--- config.mk ---
export PLATFORM = sky130hd
export DESIGN_NAME = fft_mag_calc
export DESIGN_NICKNAME = d
export VERILOG_FILES = /design/src/rtl/audio_fft_pkg.sv /design/src/rtl/mag_pipe_stage.sv /design/src/rtl/fft_mag_calc.sv
export SDC_FILE = /design/constraint.sdc
export NUM_CORES = 2
export LEC_CHECK = 0
export CAP_MARGIN = 30
export CELL_PAD_IN_SITES_DETAIL_PLACEMENT = 1
export CELL_PAD_IN_SITES_GLOBAL_PLACEMENT = 2
export CORE_UTILIZATION = 46
export DETAILED_ROUTE_END_ITERATION = 8
export GPL_TIMING_DRIVEN = 0
export PLACE_DENSITY_LB_ADDON = 0.1
export SYNTH_ARGS = -nofsm -noshare
export SYNTH_HDL_FRONTEND = slang
export SYNTH_SLANG_ARGS = --single-unit
--- constraint.sdc ---
create_clock -name clk -period 11.1 [get_ports clk]
set_clock_uncertainty 0.2 [all_clocks]
set_input_delay 3.33 -clock clk [delete_from_list [all_inputs] [get_ports clk]]
set_output_delay 3.33 -clock clk [all_outputs]
set_load 0.05 [all_outputs]
--- src/rtl/audio_fft_pkg.sv ---
// Shared types and sizes for the FFT squared-magnitude datapath.
package audio_fft_pkg;

  localparam int N_BINS = 2048;
  localparam int IN_W   = 24;
  localparam int OUT_W  = 2 * IN_W;
  localparam int BIN_W  = $clog2(N_BINS);

  typedef struct packed {
    logic signed [IN_W-1:0] im;
    logic signed [IN_W-1:0] re;
  } cplx_t;

  typedef logic [OUT_W-1:0] mag_t;
  typedef logic [BIN_W-1:0] bin_t;

  // Widen a component to product width so the square is formed without truncation.
  function automatic logic signed [OUT_W-1:0] sext(input logic signed [IN_W-1:0] x);
    return {{(OUT_W-IN_W){x[IN_W-1]}}, x};
  endfunction

endpackage

--- src/rtl/mag_pipe_stage.sv ---
// Generic valid/enable register slice used for each stage of the magnitude pipeline.
module mag_pipe_stage #(
  parameter int W = 8
) (
  input  logic         clk,
  input  logic         reset,
  input  logic         en,
  input  logic         in_valid,
  input  logic [W-1:0] in_data,
  output logic         out_valid,
  output logic [W-1:0] out_data
);

  always_ff @(posedge clk or negedge reset) begin
    if (!reset) begin
      out_valid <= 1'b0;
      out_data  <= '0;
    end else if (en) begin
      out_valid <= in_valid;
      out_data  <= in_data;
    end
  end

endmodule

--- src/rtl/fft_mag_calc.sv ---
// Three-stage re^2+im^2 pipeline with bin tagging; Axis_If ports flattened to _data/_valid/_ready.
// Define FFT_MAG_HALF_SPECTRUM_EN to emit only bins 0..N_BINS/2-1.
module fft_mag_calc
  import audio_fft_pkg::*;
(
  input  logic              clk,
  input  logic              reset,
  input  logic [2*IN_W-1:0] fft_bins_data,
  input  logic              fft_bins_valid,
  output logic              fft_bins_ready,
  output logic [OUT_W-1:0]  fft_mag_data,
  output logic              fft_mag_valid,
  input  logic              fft_mag_ready,
  output logic [BIN_W-1:0]  mag_bin
);

  typedef struct packed {
    bin_t  bin;
    cplx_t c;
  } s1_t;

  typedef struct packed {
    bin_t bin;
    mag_t rr;
    mag_t ii;
  } s2_t;

  typedef struct packed {
    bin_t bin;
    mag_t mag;
  } s3_t;

  logic v1, v2, v3;
  logic en1, en2, en3;
  logic accept, s1_in_valid;
  bin_t bin_cnt;
  s1_t  s1_in, s1_q;
  s2_t  s2_in, s2_q;
  s3_t  s3_in, s3_q;
  logic signed [OUT_W-1:0] re_x, im_x;

  // Handshake: a beat transfers on a rising edge where valid && ready; a stage
  // advances when it is empty or the stage after it advances, so bubbles collapse.
  assign en3            = !v3 || fft_mag_ready;
  assign en2            = !v2 || en3;
  assign en1            = !v1 || en2;
  assign fft_bins_ready = en1 && reset;
  assign accept         = fft_bins_valid && fft_bins_ready;

  always_ff @(posedge clk or negedge reset) begin
    if (!reset) begin
      bin_cnt <= '0;
    end else if (accept) begin
      bin_cnt <= bin_cnt + 1'b1;
    end
  end

`ifdef FFT_MAG_HALF_SPECTRUM_EN
  // Upper-half bins are consumed and counted but never enter the pipe as valid.
  assign s1_in_valid = accept && !bin_cnt[BIN_W-1];
`else
  assign s1_in_valid = accept;
`endif

  always_comb begin
    s1_in     = '0;
    s1_in.bin = bin_cnt;
    s1_in.c   = fft_bins_data;
  end

  mag_pipe_stage #(.W($bits(s1_t))) u_s1 (
    .clk(clk), .reset(reset), .en(en1),
    .in_valid(s1_in_valid), .in_data(s1_in),
    .out_valid(v1), .out_data(s1_q)
  );

  always_comb begin
    re_x      = sext(s1_q.c.re);
    im_x      = sext(s1_q.c.im);
    s2_in     = '0;
    s2_in.bin = s1_q.bin;
    s2_in.rr  = mag_t'(re_x * re_x);
    s2_in.ii  = mag_t'(im_x * im_x);
  end

  mag_pipe_stage #(.W($bits(s2_t))) u_s2 (
    .clk(clk), .reset(reset), .en(en2),
    .in_valid(v1), .in_data(s2_in),
    .out_valid(v2), .out_data(s2_q)
  );

  // Each square is at most 2^(2*IN_W-2), so the sum cannot overflow OUT_W.
  always_comb begin
    s3_in     = '0;
    s3_in.bin = s2_q.bin;
    s3_in.mag = s2_q.rr + s2_q.ii;
  end

  mag_pipe_stage #(.W($bits(s3_t))) u_s3 (
    .clk(clk), .reset(reset), .en(en3),
    .in_valid(v2), .in_data(s3_in),
    .out_valid(v3), .out_data(s3_q)
  );

  assign fft_mag_valid = v3;
  assign fft_mag_data  = s3_q.mag;
  assign mag_bin       = s3_q.bin;

endmodule

After elaboration in Yosys (flattened, before gate mapping) --
Cells that the tools add are included.
Operators by class: add/subtract/negate cells 2, multiply operators 2, div/mod/pow operators 0, magnitude comparators 0, equality and inequality tests 0, shift operators 0, multiplexer cells 0, bitwise operators 0, reductions and logical operators 8
Operators by type and width (count):
- multiplier 24 x 24 -> 48 bit | 2
- adder 48 bit | 1
- adder 11 x 1 -> 11 bit (second input constant) | 1
- zero test 1 bit | 3
- logical OR 1 bit | 3
- logical AND 1 bit | 2
Storage, ports and cells: flip-flop bits (word level) 239, bits in latches 0, bits in writable memories 0, ROM bits 0, input bits 52, output and inout port bits 61, word-level logic and storage cells 19, memories kept 0

Depth between registers and ports, before layout --
depth in word-level cells 6, depth in mapped cells 28, mapped depth without buffers 26

Hierarchy --
From an unflattened synthesis, not the netlist that was laid out.
Second synthesis, totals: cell total of the unflattened synthesis 4849, area, all modules 49716.4 µm²
Modules (own cells, without submodules):
- fft_mag_calc | instances 1, cells an instance 4367, area an instance 40570.2 µm², sequential area each 275.3 µm²
- mag_pipe_stage (u_s1 ...) | instances 2, cells an instance 127, area an instance 2533.7 µm², sequential area each 1501.4 µm²
- mag_pipe_stage (u_s2) | instances 1, cells an instance 228, area an instance 4078.9 µm², sequential area each 2702.6 µm²

Worst setup path after synthesis --
Ideal clock, no wire load.
path type input -> output, from input fft_mag_ready, to output fft_bins_ready, arrival time 4.710 ns, required time 7.570 ns, setup slack 2.860 ns, stages on the path 7, buffers on the path 3, cells stage by stage nor2b_1 -> clkbuf_1 -> and2_1 -> clkbuf_1 -> nand2_1 -> clkbuf_1 -> and2_1
On the way: word-level cells in the longest chain between the ends 4
RTL lines:
- start: declaration | RTL line fft_mag_calc.sv:13 | input logic fft_mag_ready,
- logical OR 1 bit | RTL line fft_mag_calc.sv:44 | assign en3 = !v3 || fft_mag_ready;
- logical OR 1 bit | RTL line fft_mag_calc.sv:45 | assign en2 = !v2 || en3;
- logical OR 1 bit | RTL line fft_mag_calc.sv:46 | assign en1 = !v1 || en2;
- logical AND 1 bit | RTL line fft_mag_calc.sv:47 | assign fft_bins_ready = en1 && reset;
- end: declaration | RTL line fft_mag_calc.sv:10 | output logic fft_bins_ready,
No other way between the ends.

Final worst setup path --
Same ends and word-level chain as after synthesis.

==> results.json <==
{
  "final-hold-violation-count": 0,
  "yosysSeqAreaShare_pct": 12.1,
  "die-width_um": 328,
  "die_area_sq_um": 108000,
  "failing_checks": "design-rule violations",
  "worst-r2r-cell-count": 23,
  "cts-resized-gates": 0,
  "clock_sinks": 237,
  "cts_setup_buffers": 0,
  "drt_iter0_drc": 2129,
  "cap_violations": 0,
  "grt_pass1_vias": 40693,
  "cts_root_buf": "sky130_fd_sc_hd__clkbuf_16",
  "met1_length_um": 64900,
  "setup-tns-final_ns": 0,
  "yosys.area_share.xor_xnor_pct": 2.61,
  "hold_depth": 2,
  "critical-path-slowest-cell": "sky130_fd_sc_hd__clkdlybuf4s50_1",
  "yosys-top-cells-count": "sky130_fd_sc_hd__inv_1 (1352), sky130_fd_sc_hd__fa_1 (1113), sky130_fd_sc_hd__nand2_1 (610)",
  "num_ports": 113,
  "drtAntennaViolNets": 0,
  "top_layer_used": "met5",
  "synth-edff-count": 0,
  "cts_tree": "done",
  "synthAdderAreaFrac_pct": 54.1,
  "routed-via-count": 35745,
  "synth_area_per_cell_sq_um": 9.53,
  "dr_wl_met3_um": 8390,
  "setup_viol": 0,
  "top_cell_by_count_worst_path": "sky130_fd_sc_hd__clkbuf_1",
  "dominant_combinational_cell_family_by_area_after_synthesis": "adder cells",
  "insertion_delay_of_the_later_clocked_pin_in_the_worst_skew_pair_ns": 0.59,
  "synth_largest_type_area_fraction_pct": 45.5,
  "first_pass_grt_wire_length_um": 236000,
  "synth_compound_gate_area_share_pct": 7.01,
  "run_status": "finished with violations",
  "grt_setup_unrepaired": "no",
  "ys_seq_elements": 237,
  "synth_area_leaders": "sky130_fd_sc_hd__fa_1 (45%), sky130_fd_sc_hd__dfrtp_1 (12%), sky130_fd_sc_hd__inv_1 (10%), sky130_fd_sc_hd__ha_1 (8.6%), sky130_fd_sc_hd__nand2_1 (4.7%)",
  "worstPathCellList": "clkdlybuf4s50_1, nor2b_1, clkbuf_1, and2_1, clkbuf_1, nand2_1, clkbuf_1, and2_1, clkdlybuf4s50_1",
  "floorplan.initialDensity_pct": 46.5,
  "cts.hold.buffers_added": 0,
  "worstPathArrival_ns": 7.04,
  "regToRegEndpoint": "u_s2.out_data[95]",
  "timing.final.max_slew_violations": 0,
  "startpoint_type": "input port",
  "synth.area.mux_share_pct": 1.05,
  "netlist.top_cell.by_area": "sky130_fd_sc_hd__fa_1",
  "rr_startpoint": "u_s1.out_data[16]",
  "routed_via_density": 5.32,
  "max_slew_margin_pct": 30.9,
  "period_needed_ns": 10.57,
  "ys_async_sr_fraction_pct": 100,
  "yosys.area_share.simple_pct": 11.4,
  "timing.setup.critical_path_class": "input port to output pin",
  "reg2reg_slack_ns": 1.73,
  "cts_max_level": 2,
  "design.core.area_sq_um": 105000,
  "hold_path_end": "u_s2.out_data[101]",
  "die-height_um": 328,
  "worst_hold_path_type": "flip-flop to flip-flop",
  "drcViolationCount": 36,
  "drive_gt1_share_pct": 2.61,
  "synthesis.nets": 6639,
  "port-buffer-count": 112,
  "synth_area_sq_um": 49000,
  "timing_worst_slew_pin_value_ns": 1.04,
  "post_synth_cell_types": 72,
  "required_ns": 7.57,
  "detail_route.wirelength_um": 151000,
  "grt_overflow": 0,
  "router_iterations_before_antenna_repair": 7,
  "numCtsBuffers": 34,
  "synthesis.yosys.warnings": 0,
  "met2_wirelength_um": 73200,
  "startpoint_of_the_tightest_hold_check_path": "u_s2.out_data[101]",
  "synthCells": 5137,
  "largest_net_degree_at_the_start_of_global_routing": 117,
  "final_hpwl_from_detailed_placement_um": 129000,
  "yosys_most_used_dff": "sky130_fd_sc_hd__dfrtp_1",
  "timing.critical_path.fanout_max": 11,
  "fmaxAchievable_ghz": 0.0946,
  "critPathMaxStageDelay_ns": 0.69,
  "synth_most_common_cell": "sky130_fd_sc_hd__inv_1",
  "min_period_over_period_pct": 95.2,
  "cts.clk_slew.worst_paths_ns": 0.05,
  "number_of_antenna_violations_at_the_first_check_in_global_routing": 16,
  "area_growth_pct": 8.55,
  "timing.critical_path.to_type": "output pin",
  "cts.path.max_buffers": 3,
  "globalplace.congestion": 0.930,
  "fin_nets": 6802,
  "placementRows": 119,
  "post_drt_wl_per_cell_um": 22.5,
  "global_route.usage.total_pct": 29.4
}
==> cells by family after synthesis <==
kind of cell	count (synthesis)
AO/OA/AOI/OAI	538
XOR/XNOR	146
adder cells (fa/ha/maj)	1450
buffers and inverters	1522
flip-flops	237
multiplexers	46
AND/OR/NAND/NOR	1198
==> worst max-delay path, delay by kind of cell <==
kind          cells  cell delay [ns]
buf+inv           5             2.60
simple gates      4             1.10
==> metal layers <==
layer	global-route usage (%)	up-vias
li1	-	15637
met1	39.6	19059
met2	49.1	818
met3	4.83	227
met4	8.36	4
met5	0	-
==> worst max-delay path by stage <==
stage             startpoint              to  slack, ns  cells past startpoint
5_1_grt        fft_mag_ready  fft_bins_ready       0.46                      9
4_1_cts        fft_mag_ready  fft_bins_ready       0.58                      9
6_report       fft_mag_ready  fft_bins_ready       0.53                      9
2_1_floorplan  fft_mag_ready  fft_bins_ready       2.86                      7
3_3_place_gp           reset  fft_bins_ready      -6.67                      3
3_5_place_dp   fft_mag_ready  fft_bins_ready       0.58                      9
==> placed cells by master, fill, tap and decap left out, types with 35 or more instances in the layout <==
| master | n |
|---|---|
| sky130_fd_sc_hd__fa_1 | 1113 |
| sky130_fd_sc_hd__xor2_1 | 51 |
| sky130_fd_sc_hd__a21oi_1 | 175 |
| sky130_fd_sc_hd__nand2_1 | 610 |
| sky130_fd_sc_hd__nand3_1 | 38 |
| sky130_fd_sc_hd__nor2_1 | 148 |
| sky130_fd_sc_hd__o21ai_0 | 107 |
| sky130_fd_sc_hd__mux2_2 | 44 |
| sky130_fd_sc_hd__clkbuf_16 | 35 |
| sky130_fd_sc_hd__clkbuf_1 | 159 |
| sky130_fd_sc_hd__clkdlybuf4s50_1 | 111 |
| sky130_fd_sc_hd__nor2b_1 | 46 |
| sky130_fd_sc_hd__inv_1 | 1352 |
| sky130_fd_sc_hd__xnor2_1 | 95 |
| sky130_fd_sc_hd__dfrtp_1 | 237 |
| sky130_fd_sc_hd__a21o_1 | 81 |
| sky130_fd_sc_hd__and2_1 | 205 |
| sky130_fd_sc_hd__ha_1 | 337 |
==> cell type report <==
type	instances	area, sq um
Multi-Input combinational cell	3378	37300
Sequential cell	237	5930
Antenna cell	2	5.00
Tap cell	1391	1740
Clock buffer	43	956
Inverter	1352	5070
Fill cell	12088	52300
Clock inverter	15	129
Timing Repair Buffer	127	1360
Buffer	170	648
==> flip-flops by register name (all words and copies together), names as in the netlist <==
name and cells:
u_s2.out_data 105, u_s1.out_data 59, u_s3.out_data 59, bin_cnt 11
u_s1.out_valid 1, u_s2.out_valid 1, u_s3.out_valid 1
==> metrics by stage <==
stage	setup slack, ns	utilization [%]	hold WS [ns]	cell area [sq um]	instances
after floorplan	2.86	-	0.239	49000	5137
after global placement	-6.67	49.2	0.251	51800	6640
after detailed placement	0.583	49.4	0.260	52000	6652
after CTS	0.578	50.4	0.274	53100	6710
after global routing	0.458	50.4	0.285	53200	6713
final	0.534	50.4	0.270	53200	6715
Power is not shown: default switching activity piles up to over one toggle a cycle in this logic, so the estimate is an artifact.
